==> config.mk <==
export PLATFORM = sky130hd
export DESIGN_NAME = instruction_fetch_controller
export DESIGN_NICKNAME = d
export VERILOG_FILES = /design/src/rtl/instruction_fetch_controller.sv
export SDC_FILE = /design/constraint.sdc
export NUM_CORES = 1
export LEC_CHECK = 0
export CAP_MARGIN = 30
export CORE_MARGIN = 3
export CORE_UTILIZATION = 44
export CTS_CLUSTER_SIZE = 25
export DETAILED_ROUTE_END_ITERATION = 8
export GPL_TIMING_DRIVEN = 0
export PLACE_DENSITY = 0.78
export SYNTH_ARGS = -nofsm -noshare
export SYNTH_HDL_FRONTEND = slang
export SYNTH_SLANG_ARGS = --single-unit
==> constraint.sdc <==
create_clock -name clock -period 2.2 [get_ports clock]
set_input_delay 0.44 -clock clock [delete_from_list [all_inputs] [get_ports clock]]
set_output_delay 0.44 -clock clock [all_outputs]
set_load 0.1 [all_outputs]
==> src/rtl/instruction_fetch_controller.sv <==
// Instruction fetch sequencer: owns the PC, drives a single-cycle instruction memory,
// and presents each fetched word through a one-entry valid/ready output stage.
module instruction_fetch_controller #(
  parameter logic [31:0] RESET_PC   = 32'h0040_0000,
  parameter logic [31:0] TEXT_BASE  = 32'h0040_0000,
  parameter logic [31:0] TEXT_LIMIT = 32'h0040_0400
) (
  input  logic        clock,
  input  logic        clear,
  output logic [31:0] imem_addr,
  input  logic [31:0] imem_instr,
  input  logic        redirect_valid,
  input  logic [31:0] redirect_target,
  output logic        out_valid,
  input  logic        out_ready,
  output logic [31:0] out_instr,
  output logic [31:0] out_pc,
  output logic        fault,
  output logic [31:0] fault_pc,
  output logic [31:0] fetch_count
);

  typedef enum logic {FETCH, FAULT} state_t;

  state_t      state, state_next;
  logic [31:0] pc, pc_next;
  logic        valid_next;
  logic [31:0] instr_next, opc_next, fpc_next, count_next;
  logic        stage_free, pc_legal;

  assign imem_addr = pc;
  assign fault     = (state == FAULT);

  assign stage_free = !out_valid || out_ready;
  assign pc_legal   = (pc >= TEXT_BASE) && (pc < TEXT_LIMIT) && (pc[1:0] == 2'b00);

  always_ff @(posedge clock) begin
    if (clear) begin
      state       <= FETCH;
      pc          <= RESET_PC;
      out_valid   <= 1'b0;
      out_instr   <= '0;
      out_pc      <= '0;
      fault_pc    <= '0;
      fetch_count <= '0;
    end else begin
      state       <= state_next;
      pc          <= pc_next;
      out_valid   <= valid_next;
      out_instr   <= instr_next;
      out_pc      <= opc_next;
      fault_pc    <= fpc_next;
      fetch_count <= count_next;
    end
  end

  always_comb begin
    state_next = state;
    pc_next    = pc;
    valid_next = out_valid;
    instr_next = out_instr;
    opc_next   = out_pc;
    fpc_next   = fault_pc;
    count_next = fetch_count;

    // A redirect flushes the stage, so a simultaneous handshake is not counted.
    if (out_valid && out_ready && !redirect_valid)
      count_next = fetch_count + 32'd1;

    if (redirect_valid) begin
      pc_next    = redirect_target;
      valid_next = 1'b0;
      state_next = FETCH;
    end else begin
      unique case (state)
        FETCH: begin
          // Legality is only evaluated when the stage can accept a new word.
          if (stage_free) begin
            if (pc_legal) begin
              instr_next = imem_instr;
              opc_next   = pc;
              valid_next = 1'b1;
              pc_next    = pc + 32'd4;
            end else begin
              state_next = FAULT;
              fpc_next   = pc;
              valid_next = 1'b0;
            end
          end
        end
        FAULT: valid_next = 1'b0;
        default: state_next = FETCH;
      endcase
    end
  end

endmodule

After elaboration in Yosys (flattened, before gate mapping)
Cells that the tools add are included.
W data, S select, Z words.
{ "word_totals": {"out_inout_bits": 162, "wordCells": 40, "inputBits": 68, "ff_bits": 162} }
{ "op_classes": {"n_eq_ne": 2, "n_reduce_logical": 14, "add_sub_neg": 2, "n_mux": 10, "bitwise": 3, "order_cmp": 2} }
{ "op_table": {"columns": ["operator", "n"], "rows": [
  ["$mux W32", 4],
  ["$add A32 B1 Y32 const B", 1],
  ["$add A32 B3 Y32 const B", 1],
  ["$ge A32 B23 Y1 const B", 1],
  ["$lt A32 B23 Y1 const B", 1],
  ["$reduce_and A4 Y1", 2],
  ["$mux W1", 5],
  ["$logic_and A1 B1 Y1", 4],
  ["$ne A2 B2 Y1 const B", 2],
  ["$reduce_bool A2 Y1", 2],
  ["$not A1 Y1", 3],
  ["$reduce_and A3 Y1", 1],
  ["$logic_not A1 Y1", 2],
  ["$logic_not A2 Y1", 1],
  ["$pmux W1 S2", 1],
  ["$reduce_or A2 Y1", 1],
  ["$logic_or A1 B1 Y1", 1]
]} }

Logic depth before layout (Yosys ltp)
Gate-level depths: netlist of run 1.
{ "depth": {"depth_word": 7, "mapped_depth": 7, "depth_no_buf": 6} }

Worst setup path after synthesis of run 1
No wires, ideal clock.
{ "synth_timing": {"path_kind": "register to register", "from": "reg pc[22] (netlist: imem_addr[22])", "to": "reg out_pc[10]", "arrival_time_ps": 2390, "period_less_slack_ps": 2508, "path_buffers": 1, "path_stages_with_launch": 7, "setup_slack_ps": -308, "t_required_ps": 2082, "setup_time_ps": 118, "cell_sequence": "dfxtp_1 nor4b_2 nand4_1 nor4_4 nor2_1 clkbuf_1 and2_1"} }
{ "synth_between": {"elab_chain_len": 4, "elab_cells_between_ends": 5, "classes_between": "2 x order compare; 3 x reduce/logical"} }
{ "synth_rtl": {"columns": ["item", "line", "rtl"], "rows": [
  ["from (decl)", "26", "logic [31:0] pc, pc_next;"],
  ["from (signal assigned)", "48", "pc <= pc_next;"],
  ["$ge A32 B23 Y1 / $lt A32 B23 Y1 (equally long branches)", "35", "assign pc_legal = (pc >= TEXT_BASE) && (pc < TEXT_LIMIT) && (pc[1:0] == 2'b00);"],
  ["$logic_and A1 B1 Y1 * (2 in a row)", "35", null],
  ["$reduce_and A4 Y1 (no source line) *", null, null],
  ["to (signal assigned)", "51", "out_pc <= opc_next;"],
  ["to (decl)", "17", "output logic [31:0] out_pc,"]
]} }
Mark *: on every way between the ends. The rest lies on a longest branch, timed or not.
A chain may end at the register's enable or synchronous reset.

Worst setup path in the final report of run 1
{ "layout_timing": {"from": "reg pc[15] (netlist: imem_addr[15])", "to": "out imem_addr[15]"} }
{ "layout_lines": {"columns": ["item", "line", "rtl"], "rows": [
  ["to (decl)", "10", "output logic [31:0] imem_addr,"]
]} }
No word-level cell between the ends.

==> results of run 1 <==
==> through the flow <==
| stage | instances | utilization | setup TNS, ns |
|---|---|---|---|
| 2_1_floorplan | 689 | - | 0 |
| 3_3_place_gp | 1093 | 0.643 | -40.76 |
| 3_5_place_dp | 1094 | 0.645 | -46.53 |
| 4_1_cts | 1128 | 0.678 | 0 |
| 5_1_grt | 1128 | 0.680 | -0.458 |
| 6_report | 1128 | 0.680 | 0 |
==> registers in the layout (all words and copies together), names as in the netlist <==
register / cells
out_valid: 1
out_instr: 32
out_pc: 32
imem_addr: 32
fault_pc: 32
fault: 1
fetch_count: 32
==> per-layer routing <==
| metal | share of wire | routed length, um |
|---|---|---|
| met5 | 0 | 0 |
| met2 | 0.46 | 7950 |
| met1 | 0.42 | 7170 |
| met4 | 0.015 | 265 |
| met3 | 0.10 | 1760 |
==> cell usage in the layout (no fill, tap or decap), drive strengths merged, types with 8 or more instances in the layout <==
master,synthesis,layout
mux2i,25,25
xor2,30,30
buf,11,13
a21oi,81,81
dfxtp,162,162
and3,12,12
clkbuf,31,58
nand3,11,11
nand4,22,22
and2,27,27
clkdlybuf4s15,0,8
dlygate4sd2,0,148
nor2,67,67
nand2,155,155
clkdlybuf4s50,0,67
nor4,8,8
==> power by group <==
| group | switching [mW] | leakage, nW | total [mW] | internal [mW] |
|---|---|---|---|---|
| registers | 0.0712 | 1.33 | 3.07 | 3.00 |
| logic | 0.678 | 2.47 | 0.936 | 0.258 |
| clock network | 1.19 | 0.276 | 2.90 | 1.71 |
| total | 1.94 | 4.07 | 6.91 | 4.97 |
==> repair_timing <==
item / CTS / global route
setup endpoints to repair: 247 / 101
hold buffers: 0 / 0
setup buffers: 2 / 1
pin swaps: 3 / 1
resized for setup: 181 / 24
==> cell type report <==
class | instances | area [um^2]
clock inverter | 11 | 130
inverter | 5 | 18.8
buffer | 41 | 173
sequential | 162 | 3280
multi-input combinational | 480 | 2630
fill | 1190 | 4260
timing repair buffer | 232 | 2130
clock buffer | 21 | 450
tap | 176 | 220
==> final timing paths <==
path	endpoint	depth (start not counted)
setup / recovery	imem_addr[15]	1
hold / removal	out_instr[23]$_SDFFE_PP0P_	2
setup reg to reg	out_pc[7]$_SDFFE_PP0P_	7
hold reg to reg	out_instr[23]$_SDFFE_PP0P_	2
==> logic make-up (layout without fill, tap and decap cells) <==
logic type | count (synthesis) | in the layout | share of synthesized area
simple gates | 323 | 323 | 0.248
flops | 162 | 162 | 0.540
compound gates | 96 | 96 | 0.0856
buf+inv | 47 | 310 | 0.0306
xor+xnor | 33 | 33 | 0.0481
mux | 25 | 25 | 0.0416
fa+ha+maj | 3 | 3 | 0.00625
==> flow_summary.ini, run 1 <==
[global_route]
grt_first_pass_wirelength_um = 26500
grt_util_all_layers = 0.223
gr-usage-met1 = 0.275
grtUsageMet3 = 0.0922
grt.busiest_layer = met2
use_met2 = 0.353
antenna_found_initial = 0
overflow = 0
grt_max_degree = 17
first_global_vias = 5157

[synth]
synth_cell_types = 34
synth_edf_count = 0
yosysTopAreaCellShare = 0.540
synthCells = 689
synth_area_per_cell_um2 = 8.72
async_flop_share = 0
synthFlopType = dfxtp_1
yosys-top-cells-count = dfxtp_1, nand2_1, a21oi_1
netlist_area_um2 = 6010
synth_area_leader_cell = dfxtp_1
ys_ff_latch = 162
synth_seq_area_share = 0.540
syn-num-nets = 760
ys_top_cells_by_area = dfxtp_1, nand2_1, a21oi_1
yosysMostFrequentCell = dfxtp_1
ys.warnings.count = 0

[placement]
gp_congestion = 0.812
hpwl_um = 12500
dp_slack_ns = -0.480
io_buffers = 228
placed_area_um2 = 8580

[sta]
tightest_slew_ns = 1.02
fin_crit_sh = 0.980
fin_ws_ns = 0.0439
fmax_mhz = 464
skew_ns = 0.00632
drv_slew = 0
slew_headroom = 0.323
finalSetupViolCount = 0
min_period_ns = 2.16
hold_viol = 0
hold_slack_ns = 0.447

[clock_network]
clkLatencyLatePin_ns = 0.42
htreeDepth = 4
cts_made_buffers = 17
clockRootBuffer = clkbuf_16
cts_sinks = 162
clock_path_buffers = 2
cts_tree = yes
cts.clk_slew.worst_paths_ns = 0.06

[setup_path]
worst-path-buf-inv = 1
startpoint = imem_addr[15]$_SDFFE_PP0P_
crit_arrival_ns = 1.72
cp_cell_sequence = dlygate4sd2_1
cp-start-kind = flop
endpoint_kind = output pin
r2r_slack_ns = 0.16
slowest_delay_ns = 0.88
cp_data_required_time_ns = 1.76
critPathMaxFanout = 4
critPathTopFamily = buffers and inverters
r2r-start = imem_addr[15]$_SDFFE_PP0P_
cp_slowest_cell = dlygate4sd2_1
crit_type = reg2out

[layout]
area_growth_pct = 50.5
final_layout_size_suffix_gt1_frac = 0.104
fin_area_um2 = 9040
final_nets = 1010
diodes = 0

[detailed_routing]
vias = 5566
wl_per_cell_um = 15.2
route.detailed.drc = 0
postRouteAntennaNets = 0
wl_um = 17100
detail_route.vias_per_cell = 4.93
firstDrtPassIters = 4
drtIter0Drc = 258

[pwr]
total_power_mw = 6.91
peakVddDrop_v = 0.000604
power.density_nw_per_um2 = 764
leakagePower_nw = 4.07

[worst_hold_path]
min_path_type = reg2reg
min_from = out_instr[23]$_SDFFE_PP0P_

[floorplan]
initial_core_util = 0.452
die_area_um2 = 15100
core_um2 = 13300
ioPinCount = 230
rows = 42
die_w_um = 123
die_h_um = 123

[run]
maxCapViolations = 0

[outcome]
outcome = complete, no violations
Note: power is estimated with default switching activity, not from simulation.
==> inputs of run 2 (changes only) <==
--- a/config.mk
+++ b/config.mk
@@ -5,6 +5,7 @@
 export SDC_FILE = /design/constraint.sdc
 export NUM_CORES = 1
 export LEC_CHECK = 0
+export ABC_CLOCK_PERIOD_IN_PS = 2200
 export CAP_MARGIN = 30
 export CORE_MARGIN = 3
 export CORE_UTILIZATION = 44
@@ -12,6 +13,7 @@
 export DETAILED_ROUTE_END_ITERATION = 8
 export GPL_TIMING_DRIVEN = 0
 export PLACE_DENSITY = 0.78
+export SETUP_SLACK_MARGIN = 0.05
 export SYNTH_ARGS = -nofsm -noshare
 export SYNTH_HDL_FRONTEND = slang
 export SYNTH_SLANG_ARGS = --single-unit
==> run 2 against run 1 <==
Net effect: via count barely moved; sequential share of layout area fell by 0.074 points; critical endpoint is now imem_addr[10]; maximum frequency rose by 2.0%; largest cell class unchanged; largest power group unchanged; routed wire length rose by 0.48%; highest routed layer unchanged.
==> flow_summary.ini, run 2 (synthesis results as in run 1) <==
[clock_network]
cts.clk_slew.worst_paths_ns = 0.06
cts_made_buffers = 17
htreeDepth = 4
clockRootBuffer = clkbuf_16
clkLatencyLatePin_ns = 0.42
clock_path_buffers = 2
cts_tree = yes
ctsHoldBuffers = 0
cts_sinks = 162

[global_route]
gr-usage-met1 = 0.287
first_global_vias = 5148
grtUsageMet3 = 0.0995
grt_first_pass_wirelength_um = 26900
antenna_found_initial = 0
overflow = 0
use_met2 = 0.349
grt_util_all_layers = 0.227
grt_max_degree = 17
grt.busiest_layer = met2

[floorplan]
initial_core_util = 0.452
core_um2 = 13300
rows = 42
ioPinCount = 230
die_h_um = 123
die_area_um2 = 15100
die_w_um = 123

[placement]
dp_slack_ns = -0.454
dp_cells = 1094
hpwl_um = 12500
io_buffers = 228
gp_congestion = 0.819

[setup_path]
critPathTopFamily = buffers and inverters
cp.depth = 1
worst-path-buf-inv = 1
r2r_end = imem_addr[10]$_SDFFE_PP0P_
cp_cell_sequence = dlygate4sd2_1
reg2reg_depth = 7
slowest_delay_ns = 0.89
cp_data_required_time_ns = 1.76
endpoint = imem_addr[10]
r2r-start = imem_addr[20]$_SDFFE_PP0P_
r2r_slack_ns = 0.21
critPathMaxFanout = 4
endpoint_kind = output pin
cp_slowest_cell = dlygate4sd2_1
startpoint = imem_addr[10]$_SDFFE_PP0P_
cp-start-kind = flop
crit_type = reg2out
crit_arrival_ns = 1.67

[detailed_routing]
drtIter0Drc = 329
postRouteAntennaNets = 0
vias = 5564
firstDrtPassIters = 4
route.detailed.drc = 0
wl_per_cell_um = 15.2
detail_route.vias_per_cell = 4.91
wl_um = 17200

[sta]
hold_viol = 0
skew_ns = 0.0157
fmax_mhz = 473
tightest_slew_ns = 1.01
rsz0062_at_grt = true
finalSetupViolCount = 0
drv_slew = 0
fin_ws_ns = 0.0853
min_period_ns = 2.11
fin_crit_sh = 0.961
slew_headroom = 0.327

[worst_hold_path]
min_path_type = reg2reg

[layout]
final_cell_mix = nand2_1, dlygate4sd2_1, dfxtp_1
final_layout_size_suffix_gt1_frac = 0.126
layout_commonest_cell = nand2_1
nFillCells = 1186
area_growth_pct = 51.2
diodes = 0
final_nets = 1015
final_cells = 1133

[pwr]
peakVddDrop_v = 0.000570
power.density_nw_per_um2 = 747
leakagePower_nw = 4.04

[run]
maxCapViolations = 0

[outcome]
outcome = complete, no violations
run 2: cell types whose count changed in the layout (fill, tap and decap cells not counted), sizes merged:
cell / delta
inv: +1
clkdlybuf4s15: +15
dlygate4sd2: -18
clkbuf: -1
clkdlybuf4s50: -1
dlymetal6s2s: +1
bufinv: -1
clkinv: +4
buf: +5
run 2: power breakdown:
| part | switching [mW] | internal [mW] |
|---|---|---|
| clock network | 1.21 | 1.56 |
| registers | 0.0708 | 3.00 |
| logic | 0.680 | 0.267 |
run 2: worst register-to-register path, cell delays in order (launching register included):
cell	delay, ns
dfxtp_2	0.34
nor4b_2	0.34
nand4_1	0.13
buf_4	0.18
buf_4	0.14
nor3_2	0.30
nand4_1	0.19
a221oi_1	0.28
run 2: metal layers:
metal / vias up / wire length [um]
met1: 2556 / 7380
li1: 2818 / -
met5: - / 0
met4: 0 / 242
met2: 178 / 7930
met3: 12 / 1680
run 2: through the flow:
step | setup TNS (ns) | utilization | area [um^2] | power (mW) | hold WS, ns
after CTS | 0 | 0.680 | 9040 | 6.82 | 0.450
after global placement | -42.67 | 0.644 | 8560 | 4.09 | 0.438
final | 0 | 0.683 | 9080 | 6.79 | 0.447
after floorplan | 0 | - | 6060 | 3.77 | 0.562
after global routing | 0 | 0.683 | 9080 | 7.02 | 0.461
after detailed placement | -44.98 | 0.646 | 8590 | 4.10 | 0.444
run 2: timing repair:
item	CTS	global route
setup endpoints to repair	258	127
gates resized for setup	191	42
gates cloned	0	0
endpoints found under the hold margin	0	0
pin swaps	2	2
setup buffers	4	4
run 2: cell type report:
type                            count  area [um^2]  share of cell area
Multi-Input combinational cell    480         2620               0.289
Sequential cell                   162         3290               0.363
Buffer                             41          175              0.0193
Clock buffer                       17          425              0.0468
Inverter                            5         18.8             0.00207
Tap cell                          176          220              0.0242
Timing Repair Buffer              237         2190               0.241
Clock inverter                     15          134              0.0147
run 2: worst min-delay path by stage:
stage / start / to / slack (ns) / cells after the start
after floorplan: redirect_target[22] / imem_addr[22]$_SDFFE_PP1P_ / 0.56 / 1
after global placement: out_instr[0]$_SDFFE_PP0P_ / out_instr[0]$_SDFFE_PP0P_ / 0.44 / 2
after detailed placement: out_pc[18]$_SDFFE_PP0P_ / out_pc[18]$_SDFFE_PP0P_ / 0.44 / 1
after CTS: out_instr[10]$_SDFFE_PP0P_ / out_instr[10]$_SDFFE_PP0P_ / 0.45 / 2
after global routing: fault_pc[20]$_SDFFE_PP0P_ / fault_pc[20]$_SDFFE_PP0P_ / 0.46 / 2
final: out_instr[10]$_SDFFE_PP0P_ / out_instr[10]$_SDFFE_PP0P_ / 0.45 / 2
